### src/rtl/rv32i_pkg.sv
// Shared load/store encodings and FSM state type for the load_store_unit slice.
// Misalignment trapping is selected elsewhere with the MISALIGN_TRAP_EN macro.
package rv32i_pkg;

    localparam logic [2:0] LB  = 3'b000;
    localparam logic [2:0] LH  = 3'b001;
    localparam logic [2:0] LW  = 3'b010;
    localparam logic [2:0] LBU = 3'b100;
    localparam logic [2:0] LHU = 3'b101;
    localparam logic [2:0] SB  = 3'b000;
    localparam logic [2:0] SH  = 3'b001;
    localparam logic [2:0] SW  = 3'b010;

    typedef enum logic [1:0] {
        IDLE,
        REQ,
        RESP
    } lsu_state_t;

    function automatic logic fun3_legal(input logic is_store, input logic [2:0] f3);
        if (is_store)
            return (f3 == SB) || (f3 == SH) || (f3 == SW);
        return (f3 == LB) || (f3 == LH) || (f3 == LW) || (f3 == LBU) || (f3 == LHU);
    endfunction

    // fun3[1:0] encodes access width for loads and stores alike
    function automatic logic misaligned(input logic [2:0] f3, input logic [1:0] lo);
        case (f3[1:0])
            2'b01:   return lo[0];
            2'b10:   return lo != 2'b00;
            default: return 1'b0;
        endcase
    endfunction

    function automatic logic [1:0] align_low(input logic [2:0] f3, input logic [1:0] lo);
        case (f3[1:0])
            2'b01:   return {lo[1], 1'b0};
            2'b10:   return 2'b00;
            default: return lo;
        endcase
    endfunction

endpackage

### src/rtl/load_extend.sv
// Combinational load-data lane select with sign/zero extension.
module load_extend
    import rv32i_pkg::*;
(
    input  logic [31:0] mem_rdata,
    input  logic [1:0]  addr,
    input  logic [2:0]  fun3,
    output logic [31:0] result
);

    logic [31:0] shifted;
    logic [7:0]  byte_sel;
    logic [15:0] half_sel;

    always_comb begin
        shifted  = mem_rdata >> {addr, 3'b000};
        byte_sel = shifted[7:0];
        half_sel = addr[1] ? mem_rdata[31:16] : mem_rdata[15:0];
        case (fun3)
            LB:      result = {{24{byte_sel[7]}}, byte_sel};
            LH:      result = {{16{half_sel[15]}}, half_sel};
            LW:      result = mem_rdata;
            LBU:     result = {24'h0, byte_sel};
            LHU:     result = {16'h0, half_sel};
            default: result = '0;
        endcase
    end

endmodule

### src/rtl/load_store_unit.sv
// Single-outstanding load/store bus master with bus timeout.
// Define MISALIGN_TRAP_EN to trap misaligned accesses instead of aligning them down.
module load_store_unit
    import rv32i_pkg::*;
#(
    parameter int BUS_TIMEOUT = 16
) (
    input  logic        clk,
    input  logic        rst,
    input  logic        load,
    input  logic        store,
    input  logic [2:0]  fun3,
    input  logic [31:0] addr,
    input  logic [31:0] wdata,
    output logic [31:0] rdata,
    output logic        done,
    output logic        err,
    output logic        stall,
    output logic        mem_req,
    output logic        mem_we,
    output logic [31:0] mem_addr,
    output logic [3:0]  mem_wstrb,
    output logic [31:0] mem_wdata,
    input  logic        mem_ack,
    input  logic [31:0] mem_rdata
);

    localparam int CW = $clog2(BUS_TIMEOUT + 1);
    localparam logic [CW-1:0] WAIT_LAST = CW'(BUS_TIMEOUT - 1);

    lsu_state_t    state, state_nxt;
    logic [2:0]    fun3_q;
    logic [31:0]   addr_q;
    logic [31:0]   wdata_q;
    logic          store_q;
    logic [CW-1:0] wait_cnt;
    logic [31:0]   rdata_q;
    logic          err_q;

    logic          req_legal;
    logic          req_bad;
    logic          timeout;
    logic [31:0]   addr_eff;
    logic [31:0]   ext_data;

    always_comb begin
        req_legal = 1'b0;
        req_bad   = 1'b0;
        if (load && store) begin
            req_bad = 1'b1;
        end else if (load || store) begin
            if (!fun3_legal(store, fun3))
                req_bad = 1'b1;
`ifdef MISALIGN_TRAP_EN
            else if (misaligned(fun3, addr[1:0]))
                req_bad = 1'b1;
`endif
            else
                req_legal = 1'b1;
        end
    end

`ifdef MISALIGN_TRAP_EN
    assign addr_eff = addr;
`else
    assign addr_eff = {addr[31:2], align_low(fun3, addr[1:0])};
`endif

    assign timeout = (state == REQ) && !mem_ack && (wait_cnt == WAIT_LAST);

    always_comb begin
        state_nxt = state;
        case (state)
            IDLE: if (req_legal) state_nxt = REQ;
            REQ: begin
                if (mem_ack)
                    state_nxt = RESP;
                else if (timeout)
                    state_nxt = IDLE;
            end
            RESP:    state_nxt = IDLE;
            default: state_nxt = IDLE;
        endcase
    end

    load_extend u_load_extend (
        .mem_rdata (mem_rdata),
        .addr      (addr_q[1:0]),
        .fun3      (fun3_q),
        .result    (ext_data)
    );

    always_ff @(posedge clk or posedge rst) begin
        if (rst) begin
            state    <= IDLE;
            fun3_q   <= '0;
            addr_q   <= '0;
            wdata_q  <= '0;
            store_q  <= 1'b0;
            wait_cnt <= '0;
            rdata_q  <= '0;
            err_q    <= 1'b0;
        end else begin
            state <= state_nxt;
            err_q <= ((state == IDLE) && req_bad) || timeout;
            if (state == IDLE && req_legal) begin
                fun3_q   <= fun3;
                addr_q   <= addr_eff;
                wdata_q  <= wdata;
                store_q  <= store;
                wait_cnt <= '0;
            end else if (state == REQ) begin
                wait_cnt <= wait_cnt + 1'b1;
            end
            if (state == REQ && mem_ack)
                rdata_q <= store_q ? '0 : ext_data;
        end
    end

    // Bus outputs derive only from captured request state, so they hold until ack
    always_comb begin
        mem_req   = (state == REQ);
        mem_we    = mem_req && store_q;
        mem_addr  = mem_req ? {addr_q[31:2], 2'b00} : '0;
        mem_wstrb = '0;
        mem_wdata = '0;
        if (mem_req && store_q) begin
            case (fun3_q[1:0])
                2'b00: begin
                    mem_wstrb = 4'b0001 << addr_q[1:0];
                    mem_wdata = {4{wdata_q[7:0]}};
                end
                2'b01: begin
                    mem_wstrb = 4'b0011 << addr_q[1:0];
                    mem_wdata = {2{wdata_q[15:0]}};
                end
                default: begin
                    mem_wstrb = 4'b1111;
                    mem_wdata = wdata_q;
                end
            endcase
        end
    end

    assign done  = (state == RESP);
    assign err   = err_q;
    assign rdata = rdata_q;
    assign stall = ((state == IDLE) && req_legal) || (state == REQ);

endmodule

### config.mk
export PLATFORM = sky130hd
export DESIGN_NAME = load_store_unit
export DESIGN_NICKNAME = d
export VERILOG_FILES = /design/src/rtl/rv32i_pkg.sv /design/src/rtl/load_extend.sv /design/src/rtl/load_store_unit.sv
export SDC_FILE = /design/constraint.sdc
export NUM_CORES = 1
export LEC_CHECK = 0
export ABC_AREA = 1
export ABC_CLOCK_PERIOD_IN_PS = 6200
export CELL_PAD_IN_SITES_DETAIL_PLACEMENT = 2
export CELL_PAD_IN_SITES_GLOBAL_PLACEMENT = 2
export CORE_MARGIN = 4
export CORE_UTILIZATION = 26
export DETAILED_ROUTE_END_ITERATION = 10
export GPL_TIMING_DRIVEN = 0
export PLACE_DENSITY = 0.84
export SLEW_MARGIN = 15
export SYNTH_ARGS = -nofsm -noshare
export SYNTH_HDL_FRONTEND = slang
export SYNTH_HIERARCHICAL = 1
export SYNTH_SLANG_ARGS = --single-unit
### constraint.sdc
create_clock -name clk -period 6.2 [get_ports clk]
set_input_delay 1.86 -clock clk [delete_from_list [all_inputs] [get_ports clk]]
set_output_delay 1.86 -clock clk [all_outputs]
set_load 0.05 [all_outputs]
==> key figures, run 1 <==
Synth
  – Compound-cell area share of the yosys netlist: 7.392%
  – EDFF count, synth: 0
  – Syn. warnings: 6
  – Synthesized instance count: roughly 880
  – Top cells by count, synth: 284 x nand2_1, 113 x nor2_1, 110 x nand3_1
  – Most numerous cell in the Yosys netlist: nand2_1
  – Synth Area in Adders: a little over 1%
  – Cell taking the most area after synthesis: dfrtp_1
  – Mean Syn Cell Area: 6.998 um^2
  – Sequential-to-total area share from yosys stat: about 44%
  – Post-synthesis simple-gate area fraction: about 37%
  – Largest family of logic cells by synthesized area: simple AND/OR/NAND/NOR gates
  – Yosys reg bits: 108
  – Top_reg_cell synth: dfrtp_1
  – Xor/xnor cell area share of the yosys netlist: 0%
  – Multiplexer share of the synthesized area: 0%
  – Synthesized area: 0.006145 mm^2
  – Asr flop ratio synth: 100.0%
  – Distinct cells, synth: 30
  – Synth area leaders: dfrtp_1 44%, nand2_1 17%, nand3_1 9.0%
  – Top-area cell type share of the netlist area: 43.98%

Pwr
  – Leakage power: about 4.5 nW
  – PwrDens: about 400 mW/mm^2
  – Max rail drop VDD: between 0.15 and 0.2 mV
  – Pwr Total: 0.003600 W

STA
  – Unrepaired setup endpoints after global routing: no
  – Fmax: approximately 170 MHz
  – Fin crit period: about 6 ns
  – Worst Tran Pin Value: approximately 0.72 ns
  – Final Hold Vio Count: 0
  – Setup Viol. Count Final: 0
  – Worst Clk Skew: ~0.0061 ns
  – Final WS setup: approximately 0.2 ns
  – Hold Slack: ~0.48 ns
  – Slew Limit Fails: 0
  – Rel. slew slack: approximately half
  – Final Cycle Share: between 90% and 100%

Placed design
  – Hpwl dp: between 20 and 25 mm
  – Gpl congestion: roughly 0.79
  – Number of placed instances, taps included: roughly 1400
  – Pre-CTS WS: -0.4495 ns
  – Port Buffers: 206

Global route
  – Global route overflow: 0
  – First-pass GRT wire length: 40.69 mm
  – Total track usage: about 20%
  – Vias in the first global route: 7258
  – Initial antenna violation count: 2
  – Largest net degree at the start of global routing: 60

Clock tree
  – CTS tree: built
  – Hold buffer count at CTS: 0
  – Clk slew on worst S/H paths: 0.08 ns
  – Total CTS buffers: 9
  – Max clock buf depth: 2
  – Skew-Pair Late Insertion Delay: around 0.35 ns
  – # H-tree levels: 3
  – Clock sinks: approximately 110
  – CTS Root Cell: clkbuf_16
  – Post-CTS setup buffer count: 0

Routing
  – Drt pass-1 iters: 4
  – Via count: about 6500
  – WL final: between 20 and 30 mm
  – Antenna-violating nets left: 0
  – DRT iter0 DRCs: around 230
  – DRC errors left: 0
  – Post-DR wirelength/cell: approximately 18 um
  – Vias per cell: around 4.6

Cells and area
  – Fin nets: between 1000 and 1500
  – Antenna diodes: 0
  – Area Growth Syn to Fin: 45.16%
  – Fraction of layout cells with a size suffix above 1: a little over 7%
  – Finished Layout Cells: 1415

Die
  – Starting Density: between 20 and 30%
  – Die W: 161.7 um
  – Number of I/O pins: about 210
  – Row count: 55
  – Core area: about 0.023 mm^2
  – Die footprint: about 0.026 mm^2
  – Die height: 161.7 um

Worst setup path
  – Setup crit end kind: output pin
  – Critical Setup Path Class: input port to output pin
  – Critical path arrival: between 4 and 5 ns
  – Startpoint Class: input port
  – Crit path max fanout: 10
  – Critical Path RT: 4.34 ns

Outcome
  – Outcome: complete, no violations

Hold path
  – Hold Crit Class: flop to flop

Flow run
  – Max-Cap Viols: 0
[worst paths after layout]
| path | startpoint | end | slack [ns] | cells past startpoint |
|---|---|---|---|---|
| setup / recovery | fun3[0] | stall | 0.20 | 9 |
| hold / removal | addr_q[18]$_DFFE_PP0P_ | addr_q[18]$_DFFE_PP0P_ | 0.48 | 2 |
| setup reg to reg | fun3_q[1]$_DFFE_PP0P_ | rdata[2]$_DFFE_PP0P_ | 4.40 | 6 |
| hold reg to reg | addr_q[18]$_DFFE_PP0P_ | addr_q[18]$_DFFE_PP0P_ | 0.48 | 2 |
| max in group asynchronous | rst | addr_q[24]$_DFFE_PP0P_ | 3.59 | 3 |
| min in group asynchronous | rst | rdata[2]$_DFFE_PP0P_ | 1.92 | 2 |
[critical path, stage by stage]
cell,delay [ns]
clkdlybuf4s50_1,0.44
inv_1,0.14
ha_1,0.16
nand2_1,0.09
a21oi_4,0.41
nand2_4,0.19
buf_2,0.25
nand2_1,0.07
clkdlybuf4s15_1,0.53
[stage by stage]
| step | instance area, um^2 | setup TNS [ns] | utilization, % |
|---|---|---|---|
| floorplan | 6148 | 0 | - |
| global placement | 8602 | -60.95 | 37.54 |
| detailed placement | 8635 | -0.4495 | 37.68 |
| CTS | 8919 | 0 | 38.92 |
| global route | 8920 | 0 | 38.92 |
| finish | 8920 | 0 | 38.92 |
[final cells by class]
type,instances,area (um^2)
tap,313,391.6
clock buffer,11,232.7
buffer,53,301.5
sequential,108,2703
multi-input combinational,620,2779
clock inverter,5,45.04
fill,2738,14000
timing repair buffer,207,2090
inverter,98,377.9
[logic make-up (layout without fill, tap and decap cells)]
family,Yosys count,count (layout)
fa+ha+maj,5,5
simple gates,530,530
buf+inv,151,374
flops,108,108
compound gates,83,83
other cells,1,2
[report_power, final]
group / switching (W) / internal, W / total (W) / leakage [nW]
sequential: 0.000185 / 0.000957 / 0.00114 / 1.38
combinational: 0.00128 / 0.000602 / 0.00188 / 2.96
clock: 0.000295 / 0.000280 / 0.000575 / 0.132
[layout by cell type, fill, tap and decap left out, types with 3 or more instances in the layout]
cell type / instances
nor2_8: 3
inv_2: 5
nand2_1: 284
nor2_1: 113
buf_4: 6
inv_6: 3
nor2_2: 4
o21ai_1: 6
buf_6: 7
inv_1: 90
ha_1: 5
a21oi_1: 13
dfrtp_1: 108
nand2_2: 7
o211ai_1: 12
clkbuf_16: 9
o21ai_0: 48
clkdlybuf4s50_1: 205
nand2_4: 3
clkbuf_1: 19
buf_2: 22
nand3_1: 110
[per-layer routing]
| metal | up-vias | wire, um | global-route usage [%] |
|---|---|---|---|
| met5 | - | 34 | 0 |
| met4 | 4 | 359 | 4.037 |
| met3 | 23 | 1492 | 5.252 |
| met2 | 157 | 12810 | 35.35 |
| met1 | 3184 | 10980 | 24.05 |
| li1 | 3159 | - | - |
[state kept, by name, summed over array words and instances, names as in the netlist]
signal	count
wait_cnt	5
rdata	32
state	2
wdata_q	32
err	1
fun3_q	3
addr_q	32
store_q	1
[timing repair]
item,4_1_cts,5_1_grt
endpoints found under the setup margin,1,1
hold endpoints to repair,0,0
resized for setup,2,1
(Power assumes the default switching activity.)
==> run 2: changes to the inputs <==
--- a/config.mk
+++ b/config.mk
@@ -6,7 +6,7 @@
 export NUM_CORES = 1
 export LEC_CHECK = 0
 export ABC_AREA = 1
-export ABC_CLOCK_PERIOD_IN_PS = 6200
+export ABC_CLOCK_PERIOD_IN_PS = 7400
 export CELL_PAD_IN_SITES_DETAIL_PLACEMENT = 2
 export CELL_PAD_IN_SITES_GLOBAL_PLACEMENT = 2
 export CORE_MARGIN = 4
==> constraint.sdc (replaced) <==
create_clock -name clk -period 7.4 [get_ports clk]
set_input_delay 2.22 -clock clk [delete_from_list [all_inputs] [get_ports clk]]
set_output_delay 2.22 -clock clk [all_outputs]
set_load 0.05 [all_outputs]
==> key figures, run 2 (synthesis results as in run 1) <==
Outcome
  – Outcome: complete, no violations

Cells and area
  – Most common cell after layout, fill and taps aside: nand2_1
  – Area Growth Syn to Fin: 45.16%
  – Total area of sequential cells: ~0.0027 mm^2
  – Post-layout util: 38.92%
  – Fin nets: around 1200
  – Commonest non-fill, non-tap cells in the layout: 284 x nand2_1, 206 x clkdlybuf4s50_1, 113 x nor2_1, 110 x nand3_1, 108 x dfrtp_1
  – Layout fillers: ~2700
  – Fraction of layout cells with a size suffix above 1: roughly 7.2%
  – Multi-input gate area: approximately 0.0028 mm^2
  – Cell area after layout: just under 0.009 mm^2
  – Antenna diodes: 0

STA
  – Final Cycle Share: 94.90%
  – Fin crit period: ~7.0 ns
  – Final Hold Vio Count: 0
  – Slew Limit Fails: 0
  – Fin Setup TNS: 0 ns
  – Unrepaired setup endpoints after global routing: no
  – Worst Tran Pin Value: 0.7220 ns
  – Setup Viol. Count Final: 0
  – Fmax: about 140 MHz
  – Rel. slew slack: about half
  – Worst Clk Skew: between 0.006 and 0.007 ns

Placed design
  – Port Buffers: between 200 and 250
  – Gpl congestion: between 0.7 and 0.8
  – DP Area: between 0.008 and 0.009 mm^2
  – Hpwl dp: 20.13 mm

Global route
  – Global route overflow: 0
  – Initial antenna violation count: 2
  – Largest net degree at the start of global routing: 60
  – Vias in the first global route: between 7000 and 8000
  – Total track usage: 19.75%
  – First-pass GRT wire length: 40.65 mm

Routing
  – Post-DR wirelength/cell: about 18 um
  – Antenna-violating nets left: 0
  – Via count: roughly 6500
  – Drt pass-1 iters: 4
  – WL final: around 26 mm
  – Vias per cell: 4.604
  – DRC errors left: 0
  – DRT iter0 DRCs: around 230

Worst setup path
  – Critical path arrival: around 4.8 ns
  – Worst reg-to-reg setup slack: 5.60 ns
  – Setup crit end kind: output pin
  – Critical Setup Path Class: input port to output pin
  – Critical Path RT: approximately 5.2 ns
  – Crit path max fanout: 10
  – Startpoint Class: input port

Hold path
  – Hold Crit Class: flop to flop

Clock tree
  – Clock sinks: between 100 and 150
  – Max clock buf depth: 2
  – Total CTS buffers: 9
  – Clk slew on worst S/H paths: 0.08 ns
  – CTS tree: built
  – # H-tree levels: 3
  – CTS Root Cell: clkbuf_16
  – Skew-Pair Late Insertion Delay: around 0.35 ns

Die
  – Die height: approximately 160 um
  – Die W: 161.7 um
  – Row count: 55
  – Number of I/O pins: approximately 210
  – Core area: 0.02292 mm^2
  – Starting Density: between 20% and 30%
  – Die footprint: around 0.026 mm^2

Flow run
  – Max-Cap Viols: 0

Pwr
  – PwrDens: about 340 mW/mm^2
  – Leakage power: approximately 4.5 nW
  – Max rail drop VDD: 0.1265 mV
run 2: cell type report:
| type | count | area share [%] |
|---|---|---|
| Sequential cell | 108 | 30.30 |
| Inverter | 98 | 4.236 |
| Buffer | 53 | 3.381 |
| Timing Repair Buffer | 207 | 23.43 |
| Clock inverter | 5 | 0.5050 |
| Clock buffer | 11 | 2.609 |
| Multi-Input combinational cell | 620 | 31.15 |
| Tap cell | 313 | 4.391 |
run 2: path summary, 6_finish.rpt:
| kind | startpoint | end | depth (start not counted) |
|---|---|---|---|
| min reg2reg | addr_q[18]$_DFFE_PP0P_ | addr_q[18]$_DFFE_PP0P_ | 2 |
| min in group asynchronous | rst | rdata[2]$_DFFE_PP0P_ | 2 |
| max | fun3[0] | stall | 9 |
| min | addr_q[18]$_DFFE_PP0P_ | addr_q[18]$_DFFE_PP0P_ | 2 |
| max reg2reg | fun3_q[1]$_DFFE_PP0P_ | rdata[2]$_DFFE_PP0P_ | 6 |
| max in group asynchronous | rst | addr_q[24]$_DFFE_PP0P_ | 3 |
run 2: metrics by stage:
step                      cells  setup WS (ns)  total power [W]  hold WS, ns
after global placement     1398        0.05510         0.002507       0.4528
final                      1415         0.3775         0.003017       0.4755
after floorplan             879          1.738         0.001971       0.4419
after CTS                  1415        0.01803         0.003066       0.4793
after global routing       1415         0.1956         0.003249       0.5036
after detailed placement   1399        0.03052         0.002568       0.4594
run 2: power by group:
group | switching (W) | internal [W]
Clock | 0.000247 | 0.000235
Sequential | 0.000154 | 0.000802
Combinational | 0.00107 | 0.000505
Total | 0.00148 | 0.00154
run 2: timing repair:
item,in CTS,in global routing
setup endpoints to repair,0,1
hold buffers,0,0
gates resized for setup,0,1
setup buffers,0,0
run 2: critical path: stages:
cell             delay (ns)
clkdlybuf4s50_1        0.44
inv_1                  0.14
ha_1                   0.16
nand2_1                0.09
a21oi_4                0.41
nand2_4                0.19
buf_2                  0.25
nand2_1                0.07
clkdlybuf4s50_1        0.83
run 2: layer usage:
metal	vias to the layer above	part of all wire (%)	GRT usage, %
li1	3158	-	-
met1	3170	43	24.05
met2	159	50	35.29
met3	23	5.9	5.252
met4	4	1.4	4.037
met5	-	0.13	0
